### src/rtl/timer_pkg.sv
// Shared state, digit types and the one-second BCD decrement used by the MM:SS countdown timer.
package timer_pkg;

   typedef enum logic [1:0] {
      IDLE    = 2'd0,
      RUN     = 2'd1,
      PAUSE   = 2'd2,
      EXPIRED = 2'd3
   } state_t;

   typedef logic [3:0] bcd_t;

   typedef struct packed {
      bcd_t m1;
      bcd_t m2;
      bcd_t s1;
      bcd_t s2;
   } mmss_t;

   typedef struct packed {
      mmss_t val;
      logic  zero;
   } bcd_dec_t;

   localparam bcd_t SEC_TENS_MAX = 4'd5;
   localparam bcd_t DIG_MAX      = 4'd9;

   // 00:00 saturates instead of underflowing; zero flags a 00:00 result.
   function automatic bcd_dec_t bcd_dec(input mmss_t v);
      bcd_dec_t r;
      r.val = v;
      if (v.s2 != 4'd0) begin
         r.val.s2 = v.s2 - 4'd1;
      end else begin
         r.val.s2 = DIG_MAX;
         if (v.s1 != 4'd0) begin
            r.val.s1 = v.s1 - 4'd1;
         end else begin
            r.val.s1 = SEC_TENS_MAX;
            if (v.m2 != 4'd0) begin
               r.val.m2 = v.m2 - 4'd1;
            end else begin
               r.val.m2 = DIG_MAX;
               r.val.m1 = v.m1 - 4'd1;
            end
         end
      end
      if (v == '0) r.val = '0;
      r.zero = (r.val == '0);
      return r;
   endfunction

endpackage

### src/rtl/countdown_timer_core_tick_gen.sv
// Free-running tick divider: o_tick is combinational, high on the enabled cycle the count wraps.
// The count freezes while i_en is low and returns to zero on i_clr.
module tick_gen #(
   parameter int CLK_HZ = 50_000_000
) (
   input  logic clk_50M,
   input  logic rst,
   input  logic i_en,
   input  logic i_clr,
   output logic o_tick
);

   localparam int               CNT_W = $clog2(CLK_HZ);
   localparam logic [CNT_W-1:0] LAST  = CNT_W'(CLK_HZ - 1);

   logic [CNT_W-1:0] r_cnt;
   logic             w_last;

   assign w_last = (r_cnt == LAST);
   assign o_tick = i_en && w_last;

   always_ff @(posedge clk_50M) begin
      if (rst || i_clr) begin
         r_cnt <= '0;
      end else if (i_en) begin
         r_cnt <= w_last ? '0 : r_cnt + 1'b1;
      end
   end

endmodule

### src/rtl/countdown_timer_core.sv
// BCD MM:SS countdown with preset table, pause/resume and expiry; load latency 1, first tick CLK_HZ cycles after start.
// AUTO_RELOAD_EN: expiry reloads the selected preset and keeps running instead of stopping in EXPIRED.
module countdown_timer_core
   import timer_pkg::*;
#(
   parameter int CLK_HZ    = 50_000_000,
   parameter int NUM_MODES = 4,
   parameter int MODE_W    = $clog2(NUM_MODES)
) (
   input  logic                   clk_50M,
   input  logic                   rst,
   input  logic [NUM_MODES*16-1:0] preset_tbl,
   input  logic [MODE_W-1:0]      mode,
   input  logic                   load,
   input  logic                   start,
   input  logic                   hold,
   output logic [3:0]             bcd_m1,
   output logic [3:0]             bcd_m2,
   output logic [3:0]             bcd_s1,
   output logic [3:0]             bcd_s2,
   output logic                   tick,
   output logic                   running,
   output logic                   done,
   output logic                   expired
);

`ifdef AUTO_RELOAD_EN
   localparam bit AUTO_RELOAD = 1'b1;
`else
   localparam bit AUTO_RELOAD = 1'b0;
`endif

   state_t   r_state;
   state_t   w_next;
   mmss_t    r_val;
   mmss_t    w_preset;
   bcd_dec_t w_dec;
   logic     r_tick;
   logic     r_done;
   logic     w_tick_en;
   logic     w_wrap;
   logic     w_nonzero;

   // Out-of-range mode values fall back to entry 0.
   always_comb begin
      w_preset = mmss_t'(preset_tbl[15:0]);
      for (int k = 1; k < NUM_MODES; k++) begin
         if (int'(mode) == k) w_preset = mmss_t'(preset_tbl[16*k +: 16]);
      end
   end

   assign w_dec     = bcd_dec(r_val);
   assign w_nonzero = (r_val != '0);

   tick_gen #(
      .CLK_HZ (CLK_HZ)
   ) u_tick_gen (
      .clk_50M (clk_50M),
      .rst     (rst),
      .i_en    (w_tick_en),
      .i_clr   (load),
      .o_tick  (w_wrap)
   );

   always_ff @(posedge clk_50M) begin
      if (rst) r_state <= IDLE;
      else     r_state <= w_next;
   end

   always_comb begin
      w_next = r_state;
      if (load) begin
         w_next = IDLE;
      end else begin
         case (r_state)
            IDLE:    if (start && !hold && (w_nonzero || AUTO_RELOAD)) w_next = RUN;
            RUN:     if (hold) w_next = PAUSE;
                     else if (w_wrap && w_dec.zero && !AUTO_RELOAD) w_next = EXPIRED;
            PAUSE:   if (start && !hold) w_next = RUN;
            EXPIRED: w_next = EXPIRED;
            default: w_next = IDLE;
         endcase
      end
   end

   // Hold and load both freeze the divider before a tick can fire.
   always_comb begin
      w_tick_en = (r_state == RUN) && !hold && !load;
      running   = (r_state == RUN);
      expired   = (r_state == EXPIRED);
   end

   always_ff @(posedge clk_50M) begin
      if (rst) begin
         r_val  <= '0;
         r_tick <= 1'b0;
         r_done <= 1'b0;
      end else if (load) begin
         r_val  <= w_preset;
         r_tick <= 1'b0;
         r_done <= 1'b0;
      end else begin
         r_tick <= w_wrap;
         r_done <= w_wrap && w_dec.zero;
         if (w_wrap) begin
`ifdef AUTO_RELOAD_EN
            r_val <= w_dec.zero ? w_preset : w_dec.val;
`else
            r_val <= w_dec.val;
`endif
         end
      end
   end

   assign bcd_m1 = r_val.m1;
   assign bcd_m2 = r_val.m2;
   assign bcd_s1 = r_val.s1;
   assign bcd_s2 = r_val.s2;
   assign tick   = r_tick;
   assign done   = r_done;

endmodule
### config.mk
export PLATFORM = sky130hd
export DESIGN_NAME = countdown_timer_core
export DESIGN_NICKNAME = d
export VERILOG_FILES = /design/src/rtl/timer_pkg.sv /design/src/rtl/countdown_timer_core_tick_gen.sv /design/src/rtl/countdown_timer_core.sv
export SDC_FILE = /design/constraint.sdc
export NUM_CORES = 1
export LEC_CHECK = 0
export CORE_MARGIN = 2
export CORE_UTILIZATION = 40
export DETAILED_ROUTE_END_ITERATION = 7
export GPL_TIMING_DRIVEN = 0
export HOLD_SLACK_MARGIN = 0.02
export PLACE_DENSITY_LB_ADDON = 0.25
export SYNTH_ARGS = -nofsm -noshare
export SYNTH_HDL_FRONTEND = slang
export SYNTH_SLANG_ARGS = --single-unit
### constraint.sdc
create_clock -name clk_50M -period 2.8 [get_ports clk_50M]
set_input_delay 0.28 -clock clk_50M [delete_from_list [all_inputs] [get_ports clk_50M]]
set_output_delay 0.28 -clock clk_50M [all_outputs]
set_load 0.005 [all_outputs]
Yosys cells after proc, flatten, opt, wreduce, memory -nomap -nowiden
Index checks and enable logic that the tools add are counted.
{"block": "totals", "in_bits": 71, "output_inout_bits": 20, "ff_bits": 46}
{"block": "classes", "muxes": 18, "add_sub_neg": 5, "n_eq_ne": 10, "reduce_logical": 19}
{"cell": "two-way mux 16 bit", "n": 6}
{"cell": "zero test 16 bit", "n": 2}
{"cell": "adder 26 x 1 -> 26 bit (second input constant)", "n": 1}
{"cell": "equality test 26 bit (second input constant)", "n": 1}
{"cell": "two-way mux 26 bit", "n": 1}
{"cell": "two-way mux 4 bit", "n": 4}
{"cell": "nonzero test 16 bit", "n": 1}
{"cell": "subtractor 4 x 1 -> 4 bit (second input constant)", "n": 4}
{"cell": "two-way mux 12 bit", "n": 1}
{"cell": "nonzero test 4 bit", "n": 3}
{"cell": "equality test 2 bit (second input constant)", "n": 4}
{"cell": "two-way mux 2 bit", "n": 4}
{"cell": "two-way mux 8 bit", "n": 1}
{"cell": "one-hot mux 2 bit (4 select lines)", "n": 1}
{"cell": "logical AND 1 bit", "n": 6}
{"cell": "equality test 2 x 1 -> 1 bit (second input constant)", "n": 2}
{"cell": "inequality test 2 bit (second input constant)", "n": 2}
{"cell": "inequality test 3 x 2 -> 1 bit (second input constant)", "n": 1}
{"cell": "AND reduction 3 bit", "n": 1}
{"cell": "zero test 1 bit", "n": 2}
{"cell": "zero test 2 bit", "n": 1}
{"cell": "nonzero test 2 bit", "n": 1}
{"cell": "OR reduction 2 bit", "n": 1}
{"cell": "logical OR 1 bit", "n": 1}

Longest topological paths before layout
Gate-level depths: netlist (run 1).
{"block": "logic_depth", "ltp_word": 10, "depth_mapped": 8, "depth_no_buf": 7}

Cells and area by module
From an unflattened synthesis (run 1), not the netlist that was laid out.
{"block": "unflattened", "hier_cells": 349, "hier_area_um2": 3080.5}
{"module": "countdown_timer_core", "area_each_um2": 1741.7, "instances": 1, "cells_per_inst": 188}
{"module": "tick_gen", "area_each_um2": 1338.8, "instances": 1, "cells_per_inst": 161}

Worst setup path before layout (run 1)
No wires, ideal clock.
{"block": "synth_timing", "path_type": "reg2reg", "start": "register r_val, in the netlist bcd_s2[0]", "end": "register r_val, in the netlist bcd_m2[2]", "required_ns": 2.709, "setup_time_ns": 0.091, "period_less_slack_ns": 2.622, "setup_slack_ns": 0.178, "path_buffers": 1, "arrival_ns": 2.531, "path_stages_with_launch": 9, "path_cell_list": "dfxtp_1 -> inv_1 -> ha_1 -> nor4b_1 -> nand2_1 -> or3_1 -> buf_2 -> or4b_1 -> a311oi_1"}
{"block": "synth_between", "elab_chain_cells": 5}
{"element": "from (decl)", "line": "countdown_timer_core.sv:35", "rtl": "mmss_t r_val;"}
{"element": "from (signal assigned)", "line": "countdown_timer_core.sv:99", "rtl": "r_val <= w_preset;"}
{"element": "from (signal assigned)", "line": "countdown_timer_core.sv:109", "rtl": "r_val <= w_dec.val;"}
{"element": "nonzero test 4 bit", "line": "timer_pkg.sv:32", "rtl": "if (v.s2 != 4'd0) begin"}
{"element": "two-way mux 12 bit", "line": "timer_pkg.sv:32"}
{"element": "two-way mux 16 bit *", "line": "timer_pkg.sv:48", "rtl": "if (v == '0) r.val = '0;"}
{"element": "two-way mux 16 bit *", "line": "countdown_timer_core.sv:105", "rtl": "if (w_wrap) begin"}
{"element": "two-way mux 16 bit *", "line": "countdown_timer_core.sv:98", "rtl": "end else if (load) begin"}
Mark *: on every way between the ends. The rest lies on a longest branch, timed or not. The select of a mux whose other input is x is not followed.
A chain may end at the register's enable or synchronous reset.

Worst setup path in the final report (run 1)
{"block": "layout_timing", "start": "register u_tick_gen.r_cnt[3]", "end": "register r_val, in the netlist bcd_m2[2]"}
{"block": "layout_between", "elab_chain_cells": 3}
{"element": "from (decl)", "line": "countdown_timer_core_tick_gen.sv:16", "rtl": "logic [CNT_W-1:0] r_cnt;"}
{"element": "from (signal assigned)", "line": "countdown_timer_core_tick_gen.sv:26", "rtl": "r_cnt <= w_last ? '0 : r_cnt + 1'b1;"}
{"element": "equality test 26 bit", "line": "countdown_timer_core_tick_gen.sv:19", "rtl": "assign w_last = (r_cnt == LAST);"}
{"element": "logical AND 1 bit", "line": "countdown_timer_core_tick_gen.sv:20", "rtl": "assign o_tick = i_en && w_last;"}
{"element": "nonzero test 2 bit (no line)"}
No other way between the ends.

==> impl_metrics.env, run 1 <==
export IMPL_overflow=0
export IMPL_first_iter_violations=176
export IMPL_cp_buffers_inverters=1
export IMPL_whs_ps=525.5
export IMPL_core_um2=7176
export IMPL_regArea_um2=922.1
export IMPL_hold_violations=0
export IMPL_firstDrtPassIters=4
export IMPL_layout_nets=503
export IMPL_status="complete, no violations"
export IMPL_timing_final_crit_period_ps=2652
export IMPL_worstPathCellList="nand4_4, or4_4, or3_1, buf_2, or4b_1, a311oi_1"
export IMPL_dieArea_um2=8040
export IMPL_routed_wirelength_um=8541
export IMPL_final_common_cell="clkdlybuf4s50_1"
export IMPL_max_stage_delay_ps=610
export IMPL_synth_flop_cell="dfxtp_1"
export IMPL_final_setup_skew_ps=11.31
export IMPL_syn_instance_count=330
export IMPL_fill_cells=662
export IMPL_ioPinCount=91
export IMPL_vias_per_cell=5.597
export IMPL_hpwl_um=6704
export IMPL_arrival_ps=2870
export IMPL_antenna_found_initial=0
export IMPL_async_flop_share_pct=0
export IMPL_cp_data_required_time_ps=3020
export IMPL_fin_tns_setup_ps=0
export IMPL_start_kind="register"
export IMPL_end_kind="register"
export IMPL_worstPathMaxFanout=9
export IMPL_n_antenna_cell=0
export IMPL_finalSetupViolations=0
export IMPL_syn_cell_area_um2=2935
export IMPL_clockBufferDepth=2
export IMPL_grt_pass1_wl_um=13690
export IMPL_start_util_pct=40.91
export IMPL_drive_gt1_share_pct=10.07
export IMPL_grt_max_degree=14
export IMPL_synth_warnings=0
export IMPL_htree_levels=2
export IMPL_routedWlPerCell_um=16.24
export IMPL_clock_latency_ps=300
export IMPL_row_count=31
export IMPL_dr_total_vias=2944
export IMPL_grt_total_usage_pct=21.96
export IMPL_cts_hold_buf=0
export IMPL_slew_headroom_pct=15.70
export IMPL_synth_edf_count=0
export IMPL_placement_io_buffers=88
export IMPL_cts_buffers=5
export IMPL_grt_pass1_vias=2855
export IMPL_synth_cell_types=54
export IMPL_final_cell_mix="86 x clkdlybuf4s50_1, 56 x nor2_1, 45 x dfxtp_1"
export IMPL_synth_area_per_cell_um2=8.895
export IMPL_gp_congestion=0.8790
export IMPL_ys_seq_area_share_pct=31.37
export IMPL_hold_depth=2
export IMPL_path_clk_slew_ps=90
export IMPL_rr_worst_depth=6
export IMPL_worst_pin_slew_ps=1253
export IMPL_syn2layout_area_growth_pct=38.75
export IMPL_rsz0062_at_grt="no"
export IMPL_ir_drop_v=0.0002439
export IMPL_route_detailed_drc=0
export IMPL_p_per_area_nw_per_um2=358.7
export IMPL_ant_nets=0
export IMPL_p_leak_nw=1.387
export IMPL_slowest_stage="or4_4"
export IMPL_multi_input_comb_area_um2=1971
export IMPL_synth_nets=406
export IMPL_cts_sinks=46
export IMPL_fin_util_pct=56.76
export IMPL_cp_depth=6
export IMPL_clock_tree_root_cell="clkbuf_8"
export IMPL_dieHeight_um=89.67
export IMPL_maxCapViolations=0
export IMPL_path_class="reg2reg"
export IMPL_tritoncts="built"
export IMPL_ys_seq_elements=46
export IMPL_die_w_um=89.67
export IMPL_clock_fmax_mhz=377.0
export IMPL_hold_path_class="reg2reg"
export IMPL_crit_family="simple AND/OR/NAND/NOR gates"
export IMPL_drv_slew=0
export IMPL_timing_final_crit_share_pct=94.72
[routing by layer]
metal  vias to the layer above  global-route usage (%)  wire length (um)
met3                         5                   5.119               664
met2                       120                   38.10              4267
met4                         0                   5.020                65
met1                      1383                   27.71              3543
met5                         -                       0                 0
li1                       1436                       -                 -
[what timing repair did]
action,4_1_cts,5_1_grt
gates cloned,0,0
pin swaps,0,1
gates resized for setup,4,4
setup endpoints to repair,4,4
setup buffers,0,2
[per-stage QoR]
stage	setup WS, ps	instance area, um2	total power [mW]	instances
global route	31.64	4073	1.536	526
global placement	-330.5	3940	1.062	517
floorplan	177.8	2935	0.8845	330
CTS	16.33	4039	1.457	524
finish	147.8	4073	1.461	526
detailed placement	-380.3	3940	1.070	517
[synth_stat cells, types with 2 or more instances]
master | n | area (um2)
o22ai_1 | 2 | 12.51
nor2b_1 | 3 | 18.77
nand3_1 | 12 | 60.06
a211oi_1 | 8 | 60.06
o21ai_0 | 10 | 50.05
and3_1 | 7 | 43.79
xnor2_1 | 4 | 35.03
mux2i_1 | 4 | 40.04
a21oi_1 | 4 | 20.02
nand4_1 | 12 | 75.07
o31ai_1 | 2 | 15.01
or4b_1 | 2 | 20.02
or3_1 | 3 | 18.77
a21o_1 | 2 | 15.01
a311oi_1 | 5 | 43.79
or3b_2 | 2 | 17.52
nor3b_1 | 3 | 22.52
a21boi_0 | 2 | 15.01
nor2_1 | 56 | 210.2
or3_2 | 2 | 15.01
or4_1 | 4 | 30.03
xor2_1 | 21 | 183.9
dfxtp_1 | 46 | 920.9
and4_1 | 5 | 43.79
nand2_1 | 16 | 60.06
or2_2 | 4 | 25.02
o311ai_0 | 2 | 17.52
ha_1 | 5 | 62.56
nor4_1 | 7 | 43.79
nor3_1 | 8 | 40.04
nand3b_1 | 4 | 30.03
nor4b_1 | 3 | 26.28
mux4_2 | 16 | 360.4
clkbuf_1 | 12 | 45.04
and4b_1 | 2 | 20.02
inv_1 | 8 | 30.03
nand2b_1 | 5 | 31.28
[path summary, 6_finish.rpt]
check | end | from | slack (ps)
worst min-delay path | r_state[0]$_SDFFE_PP0P_ | r_state[1]$_SDFFE_PP0P_ | 530
worst max register to register | bcd_m2[2]$_SDFFE_PP0P_ | u_tick_gen.r_cnt[3]$_SDFFE_PP0P_ | 150
worst max-delay path | bcd_m2[2]$_SDFFE_PP0P_ | u_tick_gen.r_cnt[3]$_SDFFE_PP0P_ | 150
worst min register to register | r_state[0]$_SDFFE_PP0P_ | r_state[1]$_SDFFE_PP0P_ | 530
[worst register-to-register path, cell delays in order (launching register included)]
cell and delay [ps]:
dfxtp_1 460, nand4_4 190, or4_4 610, or3_1 360, buf_2 170, or4b_1 520
a311oi_1 280
[sequential cells by signal (all words and copies together), names as in the netlist]
register	count
u_tick_gen.r_cnt	26
bcd_m1	4
bcd_m2	4
bcd_s1	4
bcd_s2	4
r_state	2
done	1
tick	1
[cell type report]
type	instances	share of cell area, %
inverters	8	0.7373
multi-input cells	262	48.39
clock inverters	2	0.2458
plain buffers	14	1.321
repair buffers	90	21.94
clock buffers	5	1.690
flip-flops and latches	46	22.64
well taps	99	3.041
[where the power goes]
part / switching [mW] / internal (mW) / leakage [nW]
sequential: 0.0363 / 0.672 / 0.375
combinational: 0.141 / 0.218 / 0.968
clock: 0.226 / 0.168 / 0.0438
[kinds of logic (layout without fill, tap and decap cells)]
kind of cell,Yosys count,in the layout,synth area share [%]
flops,46,46,31.37
fa+ha+maj,5,5,2.131
compound gates,44,44,10.44
simple gates,168,168,32.10
xor+xnor,25,25,7.460
mux,20,20,13.64
buf+inv,22,119,2.856
No activity file was read; power rests on OpenSTA's default activity.
==> run 2, diff against run 1 <==
--- a/config.mk
+++ b/config.mk
@@ -5,6 +5,7 @@
 export SDC_FILE = /design/constraint.sdc
 export NUM_CORES = 1
 export LEC_CHECK = 0
+export CORE_ASPECT_RATIO = 1.2
 export CORE_MARGIN = 2
 export CORE_UTILIZATION = 40
 export DETAILED_ROUTE_END_ITERATION = 7
==> impl_metrics.env, run 2 (synthesis results as in run 1) <==
export IMPL_firstDrtPassIters=4
export IMPL_arrival_ps=2910
export IMPL_worstPathMaxFanout=9
export IMPL_path_class="reg2reg"
export IMPL_dieArea_um2=8042
export IMPL_reg2reg_slack_ps=110
export IMPL_timing_final_crit_period_ps=2688
export IMPL_reg2reg_from="u_tick_gen.r_cnt[1]$_SDFFE_PP0P_"
export IMPL_dr_total_vias=2903
export IMPL_row_count=34
export IMPL_p_leak_nw=1.404
export IMPL_timing_rr_end="bcd_m2[2]$_SDFFE_PP0P_"
export IMPL_n_antenna_cell=0
export IMPL_drive_gt1_share_pct=9.624
export IMPL_grt_max_degree=15
export IMPL_first_iter_violations=99
export IMPL_dp_cells=508
export IMPL_core_um2=7189
export IMPL_tritoncts="built"
export IMPL_cp_data_required_time_ps=3020
export IMPL_start_util_pct=40.83
export IMPL_route_detailed_drc=0
export IMPL_met2_usage_pct=36.04
export IMPL_critical_path_endpoint="bcd_m2[2]$_SDFFE_PP0P_"
export IMPL_dpl_cell_area_um2=3929
export IMPL_p_per_area_nw_per_um2=381.2
export IMPL_cts_buffers=5
export IMPL_largest_register_ffs=26
export IMPL_cts_sinks=46
export IMPL_rr_worst_depth=7
export IMPL_hold_violations=0
export IMPL_maxCapViolations=0
export IMPL_post_cts_setup_buffers=0
export IMPL_worst_pin_slew_ps=1207
export IMPL_final_cells=516
export IMPL_layout_nets=501
export IMPL_grt_total_usage_pct=20.98
export IMPL_clockBufferDepth=2
export IMPL_totalPowerFinal_mw=1.554
export IMPL_dieHeight_um=97.84
export IMPL_htree_levels=2
export IMPL_status="complete, no violations"
export IMPL_clock_latency_ps=300
export IMPL_routed_wirelength_um=8158
export IMPL_vias_per_cell=5.626
export IMPL_path_clk_slew_ps=90
export IMPL_fin_util_pct=56.72
export IMPL_clock_tree_root_cell="clkbuf_8"
export IMPL_gp_congestion=0.8451
export IMPL_postLayoutSetupSlackWorst_ps=111.6
export IMPL_ir_drop_v=0.0002642
export IMPL_drv_slew=0
export IMPL_final_cell_mix="86 x clkdlybuf4s50_1, 56 x nor2_1, 45 x dfxtp_1"
export IMPL_placement_io_buffers=88
export IMPL_end_kind="register"
export IMPL_routedWlPerCell_um=15.81
export IMPL_overflow=0
export IMPL_place_ws_ps=-337.5
export IMPL_timing_final_crit_share_pct=96.01
export IMPL_critPathLaunch="u_tick_gen.r_cnt[1]$_SDFFE_PP0P_"
export IMPL_ant_nets=0
export IMPL_syn2layout_area_growth_pct=38.92
export IMPL_die_w_um=82.20
export IMPL_grt_pass1_vias=2892
export IMPL_hpwl_um=6549
export IMPL_final_common_cell="clkdlybuf4s50_1"
export IMPL_use_met1_pct=24.54
export IMPL_cts_hold_buf=0
export IMPL_ioPinCount=91
export IMPL_largest_register="u_tick_gen.r_cnt"
export IMPL_hold_path_class="in2reg"
export IMPL_final_setup_skew_ps=6.339
export IMPL_grt_pass1_wl_um=13340
export IMPL_start_kind="register"
export IMPL_busiest_layer="met2"
export IMPL_slew_headroom_pct=18.78
export IMPL_finalSetupViolations=0
export IMPL_clock_fmax_mhz=372.0
export IMPL_antenna_found_initial=0
export IMPL_fin_area_um2=4078
export IMPL_grt_use_met3_pct=5.638
[run 2: cell types whose count changed in the layout (fill, tap and decap cells not counted), sizes merged]
cell          change
buf               -2
bufinv            +1
dlymetal6s2s      +2
dlygate4sd2       -2
[run 2: how the worst min path moves through the flow]
| stage | endpoint | depth (start not counted) | startpoint |
|---|---|---|---|
| global route | r_state[0]$_SDFFE_PP0P_ | 3 | hold |
| floorplan | r_state[1]$_SDFFE_PP0P_ | 2 | hold |
| finish | r_state[1]$_SDFFE_PP0P_ | 3 | hold |
| detailed placement | r_state[0]$_SDFFE_PP0P_ | 2 | r_state[1]$_SDFFE_PP0P_ |
| global placement | r_state[0]$_SDFFE_PP0P_ | 2 | r_state[1]$_SDFFE_PP0P_ |
| CTS | r_state[0]$_SDFFE_PP0P_ | 2 | r_state[1]$_SDFFE_PP0P_ |
[run 2: layer usage]
layer | up-vias | routed length [um] | part of all wire [%]
met3 | 13 | 547 | 6.7
met4 | 0 | 126 | 1.5
met2 | 106 | 4095 | 50
met5 | - | 0 | 0
met1 | 1359 | 3389 | 42
li1 | 1425 | - | -
[run 2: layout make-up]
type | count | area, um2
Tap cell | 90 | 112.6
Inverter | 8 | 30.03
Fill cell | 673 | 3112
Clock inverter | 3 | 40.04
Sequential cell | 46 | 922.1
Timing Repair Buffer | 88 | 885.9
Multi-Input combinational cell | 262 | 1964
Buffer | 14 | 53.80
Clock buffer | 5 | 68.82
[run 2: power breakdown]
| group | switching, mW | leakage [nW] | total (mW) | internal (mW) |
|---|---|---|---|---|
| logic | 0.135 | 0.972 | 0.349 | 0.213 |
| registers | 0.0354 | 0.375 | 0.708 | 0.672 |
| clock network | 0.235 | 0.0579 | 0.498 | 0.263 |
[run 2: repair_timing]
| item | CTS | global route |
|---|---|---|
| gates resized for setup | 2 | 5 |
| endpoints found under the setup margin | 4 | 3 |
| cloned | 0 | 0 |
[run 2: through the flow]
step                      setup TNS (ps)  hold slack (ps)
after CTS                              0            527.8
after floorplan                        0            459.3
after global placement             -1195            503.1
final                                  0            440.0
after detailed placement           -1345            509.8
after global routing              -2.754            472.0
[run 2: critical path, cell delays in order (launching register included)]
cell	delay, ps
dfxtp_1	360
ha_2	220
nand4bb_4	140
or4_4	610
or3_1	370
buf_2	170
or4b_1	490
a311oi_1	250
